## src/rtl/clock_pkg.sv

```systemverilog
// Shared constants for the BCD time-of-day counter: FSM state codes,
// digit limits, packed-field offsets and BCD helper functions.
package clock_pkg;

   localparam logic [1:0] ST_STOP = 2'd0;
   localparam logic [1:0] ST_RUN  = 2'd1;
   localparam logic [1:0] ST_LOAD = 2'd2;

   localparam logic [3:0] SEC_TENS_MAX = 4'd5;
   localparam logic [3:0] DIGIT_MAX    = 4'd9;
   localparam logic [7:0] MIN_SEC_MAX  = 8'h59;

   localparam int FIELD_W = 8;
   localparam int SS_LSB  = 0;
   localparam int MM_LSB  = 8;
   localparam int HH_LSB  = 16;

   function automatic logic bcd_field_ok(input logic [7:0] v, input logic [3:0] tens_max);
      return (v[3:0] <= DIGIT_MAX) && (v[7:4] <= tens_max);
   endfunction

   // Two-digit BCD increment that wraps to 00 after max_v.
   function automatic logic [7:0] bcd_step(input logic [7:0] v, input logic [7:0] max_v);
      logic [7:0] r;
      if (v == max_v) begin
         r = 8'h00;
      end else if (v[3:0] == DIGIT_MAX) begin
         r = {v[7:4] + 4'd1, 4'd0};
      end else begin
         r = {v[7:4], v[3:0] + 4'd1};
      end
      return r;
   endfunction

endpackage

```

## src/rtl/bcd_mod_counter.sv

```systemverilog
// Two-digit BCD counter modulo MOD with synchronous load and a same-cycle
// wrap strobe used to ripple carries into the next field.
module bcd_mod_counter
   import clock_pkg::*;
#(
   parameter int MOD = 60
) (
   input  logic       clk,
   input  logic       rst,
   input  logic       inc,
   input  logic       load,
   input  logic [7:0] load_val,
   output logic [7:0] val,
   output logic       wrap
);

   localparam logic [7:0] MAX_BCD = {4'((MOD - 1) / 10), 4'((MOD - 1) % 10)};

   logic [7:0] val_q, val_d;
   logic       at_max_s;

   always_comb begin
      at_max_s = (val_q == MAX_BCD);
      val_d    = val_q;
      if (load) begin
         val_d = load_val;
      end else if (inc) begin
         val_d = bcd_step(val_q, MAX_BCD);
      end else begin
         val_d = val_q;
      end
   end

   always_ff @(posedge clk) begin
      if (rst) begin
         val_q <= 8'h00;
      end else begin
         val_q <= val_d;
      end
   end

   assign wrap = inc && !load && at_max_s;
   assign val  = val_q;

endmodule

```

## src/rtl/clock_time_counter.sv

```systemverilog
// Time-of-day counter hh:mm:ss in packed BCD with load handshake and day rollover.
// Optional alarm compiled in with CLOCK_TIME_COUNTER_ALARM_EN.
module clock_time_counter
   import clock_pkg::*;
#(
   parameter int HOUR_MOD = 24
) (
   input  logic        clk,
   input  logic        rst,
   input  logic        tick,
   input  logic        run,
   input  logic        load_valid,
   output logic        load_ready,
   input  logic [23:0] load_time,
   output logic        load_err,
   output logic [23:0] time_bcd,
`ifdef CLOCK_TIME_COUNTER_ALARM_EN
   input  logic        alarm_set,
   input  logic [15:0] alarm_time,
   input  logic        alarm_on,
   output logic        alarm_hit,
`endif
   output logic        day_wrap
);

   localparam logic [7:0] HOUR_MAX = {4'((HOUR_MOD - 1) / 10), 4'((HOUR_MOD - 1) % 10)};

   logic [1:0] state_q, state_d;
   logic       load_ready_q, load_ready_d;
   logic       load_err_q, load_err_d;
   logic       day_wrap_q, day_wrap_d;
   logic       hs_s, fields_ok_s, load_ok_s, inc_s;
   logic       sec_wrap_s, min_wrap_s, hr_wrap_s;
   logic [7:0] ss_s, mm_s, hh_s;
   logic [7:0] ld_ss_s, ld_mm_s, ld_hh_s;

   assign ld_ss_s = load_time[SS_LSB +: FIELD_W];
   assign ld_mm_s = load_time[MM_LSB +: FIELD_W];
   assign ld_hh_s = load_time[HH_LSB +: FIELD_W];

   // A handshake of any kind, accepted or rejected, consumes the cycle's tick.
   always_comb begin
      hs_s        = load_valid && load_ready_q;
      fields_ok_s = bcd_field_ok(ld_ss_s, SEC_TENS_MAX) && bcd_field_ok(ld_mm_s, SEC_TENS_MAX)
                    && (ld_hh_s[3:0] <= DIGIT_MAX) && (ld_hh_s <= HOUR_MAX);
      load_ok_s   = hs_s && fields_ok_s;
      load_err_d  = hs_s && !fields_ok_s;
      inc_s       = tick && (state_q == ST_RUN) && !hs_s;
   end

   always_comb begin
      state_d = ST_STOP;
      if (load_ok_s) begin
         state_d = ST_LOAD;
      end else begin
         case (state_q)
            ST_STOP, ST_RUN, ST_LOAD: state_d = run ? ST_RUN : ST_STOP;
            default:                  state_d = ST_STOP;
         endcase
      end
      load_ready_d = (state_d != ST_LOAD);
   end

   assign day_wrap_d = hr_wrap_s;

   always_ff @(posedge clk) begin
      if (rst) begin
         state_q      <= ST_STOP;
         load_ready_q <= 1'b1;
         load_err_q   <= 1'b0;
         day_wrap_q   <= 1'b0;
      end else begin
         state_q      <= state_d;
         load_ready_q <= load_ready_d;
         load_err_q   <= load_err_d;
         day_wrap_q   <= day_wrap_d;
      end
   end

   bcd_mod_counter #(.MOD(60)) u_ss (
      .clk(clk), .rst(rst), .inc(inc_s), .load(load_ok_s),
      .load_val(ld_ss_s), .val(ss_s), .wrap(sec_wrap_s)
   );

   bcd_mod_counter #(.MOD(60)) u_mm (
      .clk(clk), .rst(rst), .inc(sec_wrap_s), .load(load_ok_s),
      .load_val(ld_mm_s), .val(mm_s), .wrap(min_wrap_s)
   );

   bcd_mod_counter #(.MOD(HOUR_MOD)) u_hh (
      .clk(clk), .rst(rst), .inc(min_wrap_s), .load(load_ok_s),
      .load_val(ld_hh_s), .val(hh_s), .wrap(hr_wrap_s)
   );

`ifdef CLOCK_TIME_COUNTER_ALARM_EN
   logic [15:0] alarm_q, alarm_d;
   logic        alarm_hit_q, alarm_hit_d;
   logic [7:0]  mm_adv_s, hh_adv_s;

   // Match against the hh:mm being entered, so only a tick-driven minute rollover can hit.
   always_comb begin
      alarm_d     = alarm_set ? alarm_time : alarm_q;
      mm_adv_s    = bcd_step(mm_s, MIN_SEC_MAX);
      hh_adv_s    = min_wrap_s ? bcd_step(hh_s, HOUR_MAX) : hh_s;
      alarm_hit_d = alarm_on && sec_wrap_s && ({hh_adv_s, mm_adv_s} == alarm_q);
   end

   always_ff @(posedge clk) begin
      if (rst) begin
         alarm_q     <= 16'h0000;
         alarm_hit_q <= 1'b0;
      end else begin
         alarm_q     <= alarm_d;
         alarm_hit_q <= alarm_hit_d;
      end
   end

   assign alarm_hit = alarm_hit_q;
`endif

   assign load_ready = load_ready_q;
   assign load_err   = load_err_q;
   assign day_wrap   = day_wrap_q;
   assign time_bcd   = {hh_s, mm_s, ss_s};

endmodule

```

## config.mk

```make
export PLATFORM = sky130hd
export DESIGN_NAME = clock_time_counter
export DESIGN_NICKNAME = d
export VERILOG_FILES = /design/src/rtl/clock_pkg.sv /design/src/rtl/bcd_mod_counter.sv /design/src/rtl/clock_time_counter.sv
export SDC_FILE = /design/constraint.sdc
export NUM_CORES = 1
export LEC_CHECK = 0
export ABC_AREA = 0
export CORE_UTILIZATION = 42
export CTS_BUF_LIST = sky130_fd_sc_hd__clkbuf_16
export CTS_CLUSTER_DIAMETER = 50
export CTS_CLUSTER_SIZE = 16
export DETAILED_ROUTE_END_ITERATION = 7
export PLACE_DENSITY_LB_ADDON = 0.12
export SLEW_MARGIN = 20
export SYNTH_ARGS = -nofsm -noshare
export SYNTH_HDL_FRONTEND = slang
export SYNTH_SLANG_ARGS = --single-unit
export TNS_END_PERCENT = 10
```

## constraint.sdc

```tcl
create_clock -name clk -period 2.1 [get_ports clk]
set_clock_uncertainty 0.1 [all_clocks]
set_input_delay 0.42 -clock clk [delete_from_list [all_inputs] [get_ports clk]]
set_output_delay 0.42 -clock clk [all_outputs]
set_load 0.03 [all_outputs]
```

Word level (Yosys, flattened, before mapping)

Cells that the tools add are included.

Bits of input ports: 29
Output and inout port bits: 27
Logic and storage cells: 76
Bits in registers: 29

Add/subtract/negate cells: 6
Reductions and logical operators: 30
Multiplexer cells: 15
Equality and inequality tests: 9
Order comparisons: 6

Operators by type and width:

| cell                | count |
|---|---|
| $mux 8              | 12 |
| $add 4x1->4 const B | 6 |
| $eq 8x7->1 const B  | 2 |
| $logic_and 1x1->1   | 16 |
| $eq 4x4->1 const B  | 3 |
| $le 4x4->1 const B  | 3 |
| $reduce_bool 3->1   | 3 |
| $eq 8x6->1 const B  | 1 |
| $le 4x3->1 const B  | 2 |
| $le 8x6->1 const B  | 1 |
| $reduce_and 2->1    | 3 |
| $reduce_bool 2->1   | 3 |
| $logic_not 1->1     | 3 |
| $reduce_or 3->1     | 1 |
| $eq 2x1->1 const B  | 1 |
| $eq 2x2->1 const B  | 1 |
| $logic_not 2->1     | 1 |
| $mux 1              | 2 |
| $mux 2              | 1 |
| $ne 2x2->1 const B  | 1 |

Logic depth before layout (Yosys ltp)

Depth in word-level cells: 13
Depth in mapped cells: 8
Mapped depth without buffers: 7

By module

Synthesis repeated with hierarchy kept, for this count alone.

Cell total of the unflattened synthesis: 221
Area, all modules: 1883.1 um2

Modules (own cells, without submodules):

| module                     | times used | area an instance (um2) | seq. area each (um2) | cells an instance |
|---|---|---|---|---|
| bcd_mod_counter (u_mm ...) | 2          | 529.3                  | 160.2                | 63 |
| bcd_mod_counter (u_hh)     | 1          | 578.1                  | 160.2                | 71 |
| clock_time_counter         | 1          | 246.5                  | 100.1                | 24 |

Worst setup path after synthesis

Ideal clock, no wire load.

Path type: register -> register
Start: register u_ss.val_q[4], in the netlist u_ss.val[4]
End: register u_hh.val_q[2], in the netlist u_hh.val[2]
Setup time: 0.091 ns
Stages on the path, launching flop included: 7
Clock period less this slack: 2.203 ns
Data arrival time: 2.012 ns
Setup slack: -0.103 ns
Data required time: 1.909 ns
Buffers on the path: 0
Cells stage by stage: dfxtp_1 -> ha_1 -> and3b_1 -> and4_4 -> nand3_4 -> or4_1 -> a311oi_1

Cells in the longest elaborated chain, start to end: 5

Ends and longest elaborated chain:

| element                            | line                  | text |
|---|---|---|
| start, declared                    | bcd_mod_counter.sv:19 | `logic [7:0] val_q, val_d;` |
| start signal, assigned             | bcd_mod_counter.sv:38 | `val_q <= val_d;` |
| $eq 8x7->1                         | bcd_mod_counter.sv:23 | `at_max_s = (val_q == MAX_BCD);` |
| $logic_and 1x1->1 (3 in series)    | bcd_mod_counter.sv:42 | `assign wrap = inc && !load && at_max_s;` |
| $reduce_bool 2->1 (no source line) | -                     |  |
| end signal, assigned               | bcd_mod_counter.sv:38 |  |
| end, declared                      | bcd_mod_counter.sv:19 |  |

Every way passes these cells.
A chain may end at the register's enable or synchronous reset.

Final worst setup path

Start: input port tick
End: register u_hh.val_q[3], in the netlist u_hh.val[3]

Cells in the longest elaborated chain, start to end: 7

Ends and longest elaborated chain:

| element                            | line                     | text |
|---|---|---|
| start, declared                    | clock_time_counter.sv:10 | `input logic tick,` |
| $logic_and 1x1->1 (2 in series)    | clock_time_counter.sv:48 | `inc_s = tick && (state_q == ST_RUN) && !hs_s;` |
| $logic_and 1x1->1 (4 in series)    | bcd_mod_counter.sv:42    |  |
| $reduce_bool 2->1 (no source line) | -                        |  |

Every way passes these cells.

==> summary.md <==
| Metric | Value |
|---|---|
| Final Net Count | 346 |
| Final min period | 2010 ps |
| WL/cell | 13.8 microns |
| Htree depth | 2 |
| Post-route antenna net violation count | 0 |
| DR vias | 1966 |
| Outcome | complete, no violations |
| CP Data Required Time | 2190 ps |
| Post-synth EDFFs | 0 |
| Clk pwr share | 49.4% |
| CTS Buffer Depth | 2 |
| Max-slew violations | 0 |
| Die X | 66.6 microns |
| Die Ht | 66.6 microns |
| DR vias/cell | 5.52 |
| Avg Cell Area, Syn | 8.22 sq um |
| Startpoint types | input port |
| Cell variety after synth | 45 |
| F_max | 0.497 GHz |
| CP max-delay cell | clkdlybuf4s50_1 |
| CTS clk-pin slew, worst paths | 50 ps |
| Maximum vdd drop | 0.000420 V |
| Asr flop ratio synth | 0% |
| Clk sinks | 29 |
| CTS tree | built |
| Endpoints failing hold | 0 |
| Arrival time worst endpoint | 2100 ps |
| Min Hold Slack | 419 ps |
| Critical Path Max Stage Delay | 480 ps |
| Setup bufs post-CTS | 0 |
| Top FF cell, synth | dfxtp_1 |
| DR pass1 iterations | 4 |
| IO Port Bufs | 55 |
| Logic pwr share | 9.4% |
| Core Box Area | 4000 sq um |
| CTS Buf Count | 5 |
| Leakage | 1.09 nW |
| DIE AREA | 4430 sq um |
| Pint | 1.06 mW |
| Setup CP Type | in -> reg |
| Root buffer cell | clkbuf_16 |
| Clk Latency, worst-skew pair | 280 ps |
| DRT iter0 DRCs | 101 |
| Synth top area share | 33.2% |
| Setup_tns | 0 ps |
| First-pass GRT wire length | 7.94 mm |
| Area leader, netlist | dfxtp_1 |
| Max-Cap Viols | 0 |
| RSZ-0062 raised after global routing | true |
| Ys Warns | 0 |
| Drt total wl | 4.90 mm |
| Slew headroom | 77.5% |
| Register share of total power | 41.2% |
| RD Place Congestion | 0.796 |
| Max FO, Critical Path | 8 |
| N_diodes | 0 |
| Switching share of power | 21.7% |
| # rows | 23 |
| Worst slew pin tran | 337 ps |
| Vias in the first global route | 1735 |
| Synth top area cells | dfxtp_1 33%, ha_1 8.6%, nor2_1 5.1% |
| Sequential area share after synthesis | 33.2% |
| Initial antenna violation count | 0 |
| Num ports | 56 |
| Design Power | 1.36 mW |
| Net Sw Power | 295 uW |
| Seq cells post-synth | 29 |
| Post-DP HPWL | 3.74 mm |
| Synth Cell Area | 1750 sq um |
| Layout cells sized above 1 | 21.6% |
| Crit end category | register |
| Overflow after GRT | 0 |
| Largest net degree at the start of global routing | 21 |
| Power Density | 487 nW/um^2 |
| Core Util, Final | 69.7% |
| Post-Synthesis Cells | 213 |
| Area delta synth->final | 59.2% |
| Worst path cell trace | clkdlybuf4s50_1 > and3b_2 > and4_4 > nand3_4 > or3_1 > a311oi_1 |
| DRC | 0 |
| Synthesized Nets | 254 |
| Setup violators final | 0 |
| Hold Crit Class | reg -> reg |
| Final worst-path cycle share | 95.9% |
| Initial Util | 43.8% |
| GRT Overall Usage | 23.8% |
## registers in the layout, summed over array words and instances (netlist names)
signal / cells
u_mm.val: 8
state_q: 2
u_ss.val: 8
load_ready: 1
load_err: 1
u_hh.val: 8
day_wrap: 1
## through the flow
| stage | area [sq um] | cells | setup WS [ps] |
|---|---|---|---|
| floorplan | 1750 | 213 | 6.15 |
| global placement | 2610 | 348 | -252 |
| detailed placement | 2610 | 348 | -267 |
| CTS | 2750 | 356 | 23.6 |
| global route | 2790 | 356 | -49.4 |
| finish | 2790 | 356 | 86.1 |
## synth_stat cells, drive strengths merged (2+ instances only)
master / number
dfxtp: 29
nor2: 24
nand2: 17
ha: 12
inv: 11
nand3: 11
o21ai: 10
a311oi: 9
or3: 9
a21oi: 8
a211oi: 6
nor3: 6
and2: 5
and3b: 5
buf: 5
clkbuf: 4
nand4: 4
nor2b: 4
a31oi: 3
and3: 3
mux2i: 3
nor4: 3
or4: 3
nand3b: 2
nand4b: 2
o211ai: 2
## path summary, 6_finish.rpt
kind / startpoint / depth (start not counted) / end / slack [ps]
max: tick / 6 / u_hh.val[3]$_SDFFE_PP0P_ / 90
min: state_q[1]$_SDFF_PP0_ / 3 / state_q[0]$_SDFF_PP0_ / 420
max reg2reg: u_ss.val[1]$_SDFFE_PP0P_ / 7 / u_hh.val[3]$_SDFFE_PP0P_ / 110
min reg2reg: state_q[1]$_SDFF_PP0_ / 3 / state_q[0]$_SDFF_PP0_ / 420
## layout by cell type (no fill, tap or decap), types with 5 or more instances in the layout
master	count
ha_1	12
nor3_1	6
nor2_1	24
nand3_1	10
buf_4	39
a21oi_1	8
or3_1	7
nand2_1	17
inv_1	12
a211oi_1	6
dfxtp_1	27
a311oi_1	7
o21ai_0	10
clkdlybuf4s50_1	55
clkbuf_16	5
## power by group through the flow
stage / Clock [mW] / Sequential (mW) / Combinational (mW)
3_3_place_gp: 0 / 0.570 / 0.123
6_report: 0.671 / 0.559 / 0.128
4_1_cts: 0.680 / 0.559 / 0.126
2_1_floorplan: 0 / 0.575 / 0.0249
5_1_grt: 0.712 / 0.559 / 0.136
3_5_place_dp: 0 / 0.570 / 0.124
## final cells by class
cell class	instances	area, sq um
Clock inverter	3	13.8
Timing Repair Buffer	94	843
Sequential cell	29	583
Clock buffer	5	125
Multi-Input combinational cell	164	1120
Tap cell	50	62.6
Inverter	11	41.3
Fill cell	335	1210
## what timing repair did
| item | CTS | global route |
|---|---|---|
| hold buffers | 0 | 0 |
| endpoints found under the setup margin | 2 | 26 |
| pin swaps | 0 | 2 |
| resized for setup | 1 | 7 |
| endpoints found under the hold margin | 0 | 0 |
## per-layer routing
| layer | vias to the layer above | wire length (microns) | global-route usage (%) |
|---|---|---|---|
| met5 | - | 0 | 0 |
| met4 | 0 | 112 | 11.4 |
| met3 | 12 | 282 | 5.99 |
| met2 | 65 | 2460 | 39.3 |
| met1 | 917 | 2050 | 28.4 |
| li1 | 972 | - | - |
## cell families after synthesis
logic type      count (synthesis)  share of synthesized area (%)
compound gates                 46                           18.2
buf+inv                        20                           5.15
mux                             3                           1.72
fa+ha+maj                      12                           8.58
simple gates                  103                           33.2
flops                          29                           33.2
## critical path: cells and delay by family
kind                   cells  cell delay, ps
AO/OA/AOI/OAI              1             250
buffers and inverters      1             480
AND/OR/NAND/NOR            4             950
No activity file was read; power rests on OpenSTA's default activity.
==> RTL edit: new RTL, same flow settings <==
Set the package constant `MM_LSB` to 9 (it was 8).
--- a/src/rtl/clock_pkg.sv
+++ b/src/rtl/clock_pkg.sv
@@ -12,7 +12,7 @@
 
    localparam int FIELD_W = 8;
    localparam int SS_LSB  = 0;
-   localparam int MM_LSB  = 8;
+   localparam int MM_LSB  = 9;
    localparam int HH_LSB  = 16;
 
    function automatic logic bcd_field_ok(input logic [7:0] v, input logic [3:0] tens_max);
Behaviour: not the same (a bounded check fails within 4 cycles, from zero or initial values and one cycle with rst high).
==> RTL edit against the original RTL <==
- total power shrank 0.85%
- area after synthesis grew 2.6%
- cell count grew 0.56%
- wire length grew 12%
- cell area grew 2.2%
- sequential cell count is the same
- worst setup slack lost 0.064 ns
- clock power shrank 1%
==> RTL edit: results (changes against the original RTL) <==
run status finished, final reports clean; Slew @ Worst Pin 0.348 ns (+0.0107 ns); Commonest cells post-synth dfxtp_1 (29), nor2_1 (23), nor3_1 (19), a211oi_1 (14), nand3_1 (13); DRT Pass-1 Iters 4 (unchanged); internal power 1.05 mW (-1.3%); LEAKAGE 1.14 nW (+4.7%); crit path DAT 2.16 ns (+0.06 ns); Hold/Removal Path Class flip-flop to flip-flop; Warnings, synthesis 0 (unchanged); EDFF count, synth 0 (unchanged); global-route wire length before repair 9060 um (+14%); initial antenna violation count 0 (unchanged); H-tree level count 2 (unchanged); Starting DRT DRC Count 155 (+53%); dpl hpwl 3890 um (+4.2%); Slowest-stage cell, CP or4_4; Num CTS Buffers 5 (unchanged); sequential fraction of the synthesis area 0.323 (-0.00855); Syn Nets 259 (+2.0%); Clock Path Buffers 2 (unchanged); ranking of synthesized cells by area dfxtp_1 (32%), ha_1 (8.4%), a211oi_1 (5.8%); asr flop ratio synth 0 (unchanged); Skew-Pair Late Insertion Delay 0.27 ns; Critical Path Max Stage Delay 0.61 ns (+0.13 ns); routed vias/inst 5.67 (+2.6%); ant diodes 0 (unchanged); clk root buf clkbuf_16; Total GRT Usage 0.269 (+0.0309); CP Max Fanout 6 (-2); peak supply drop 0.349 mV (-17%); FILL cells 352 (+5.1%); vias in the first global route 1951 (+12%); largest net degree at the start of global routing 17 (-19%); drt total wl 5500 um (+12%); Clk pin slew, worst setup/hold paths 0.05 ns (about the same); fraction of layout cells with a size suffix above 1 0.205 (-0.0111); synth unique cells 47 (+4.4%); GP Congestion 0.818 (+2.9%); Final Net Count 349 (+0.87%); buffers added on ports 54 (-1.8%)
==> RTL edit: repair_timing <==
action / 4_1_cts / 5_1_grt
hold buffers: 0 / 0
buffers inserted: 1 / 0
cloned: 2 / 0
setup endpoints to repair: 20 / 20
pin swaps: 6 / 4
gates resized for setup: 19 / 8
==> RTL edit: final timing paths <==
path | startpoint | endpoint | slack, ns | cells after the start
setup reg to reg | u_ss.val[5] | u_hh.val[2] | 0.11 | 9
hold reg to reg | u_ss.val[7] | u_ss.val[7] | 0.41 | 2
setup / recovery | load_time[2] | u_hh.val[2] | 0.02 | 6
hold / removal | u_ss.val[7] | u_ss.val[7] | 0.41 | 2
==> RTL edit: kinds of logic (layout without fill, tap and decap cells) <==
group,after synthesis,after routing,share of synthesized area
flip-flops,29,29,0.323
adder cells (fa/ha/maj),12,12,0.0836
multiplexers,3,3,0.0167
buffers and inverters,23,113,0.0613
AO/OA/AOI/OAI,45,45,0.186
AND/OR/NAND/NOR,106,106,0.329
==> RTL edit: cell type report <==
class                           instances  share of cell area
Tap cell                               50              0.0220
Sequential cell                        29               0.205
Multi-Input combinational cell        166               0.404
Clock inverter                          2             0.00264
Inverter                               10              0.0132
Clock buffer                            5              0.0439
Timing Repair Buffer                   96               0.309
==> RTL edit: critical path, delay by kind of cell <==
family	cells	cell delay (ns)
buf+inv	2	0.61
simple gates	2	0.70
compound gates	2	0.43
==> RTL edit: metal layers <==
metal | vias to the layer above | global-route usage | wire [um]
met2 | 63 | 0.458 | 2670
met3 | 8 | 0.0659 | 248
met4 | 0 | 0.101 | 99
li1 | 999 | - | -
met1 | 959 | 0.323 | 2480
met5 | - | 0 | 0
==> RTL edit: power by group through the flow <==
stage	clock (mW)	sequential (mW)	combinational (mW)
after floorplan	0	0.575	0.0283
after CTS	0.667	0.559	0.122
after detailed placement	0	0.570	0.124
final	0.662	0.559	0.126
after global placement	0	0.570	0.124
after global routing	0.692	0.559	0.134
==> RTL edit: per-stage QoR <==
stage | instance area, um2 | std cells | hold WS (ns) | util | worst slack [ns]
after floorplan | 1800 | 218 | 0.396 | - | -0.0209
after global placement | 2630 | 348 | 0.400 | 0.648 | -0.385
after detailed placement | 2630 | 348 | 0.406 | 0.648 | -0.472
after CTS | 2820 | 358 | 0.413 | 0.696 | 0.000992
after global routing | 2850 | 358 | 0.451 | 0.702 | -0.0224
final | 2850 | 358 | 0.410 | 0.702 | 0.0224
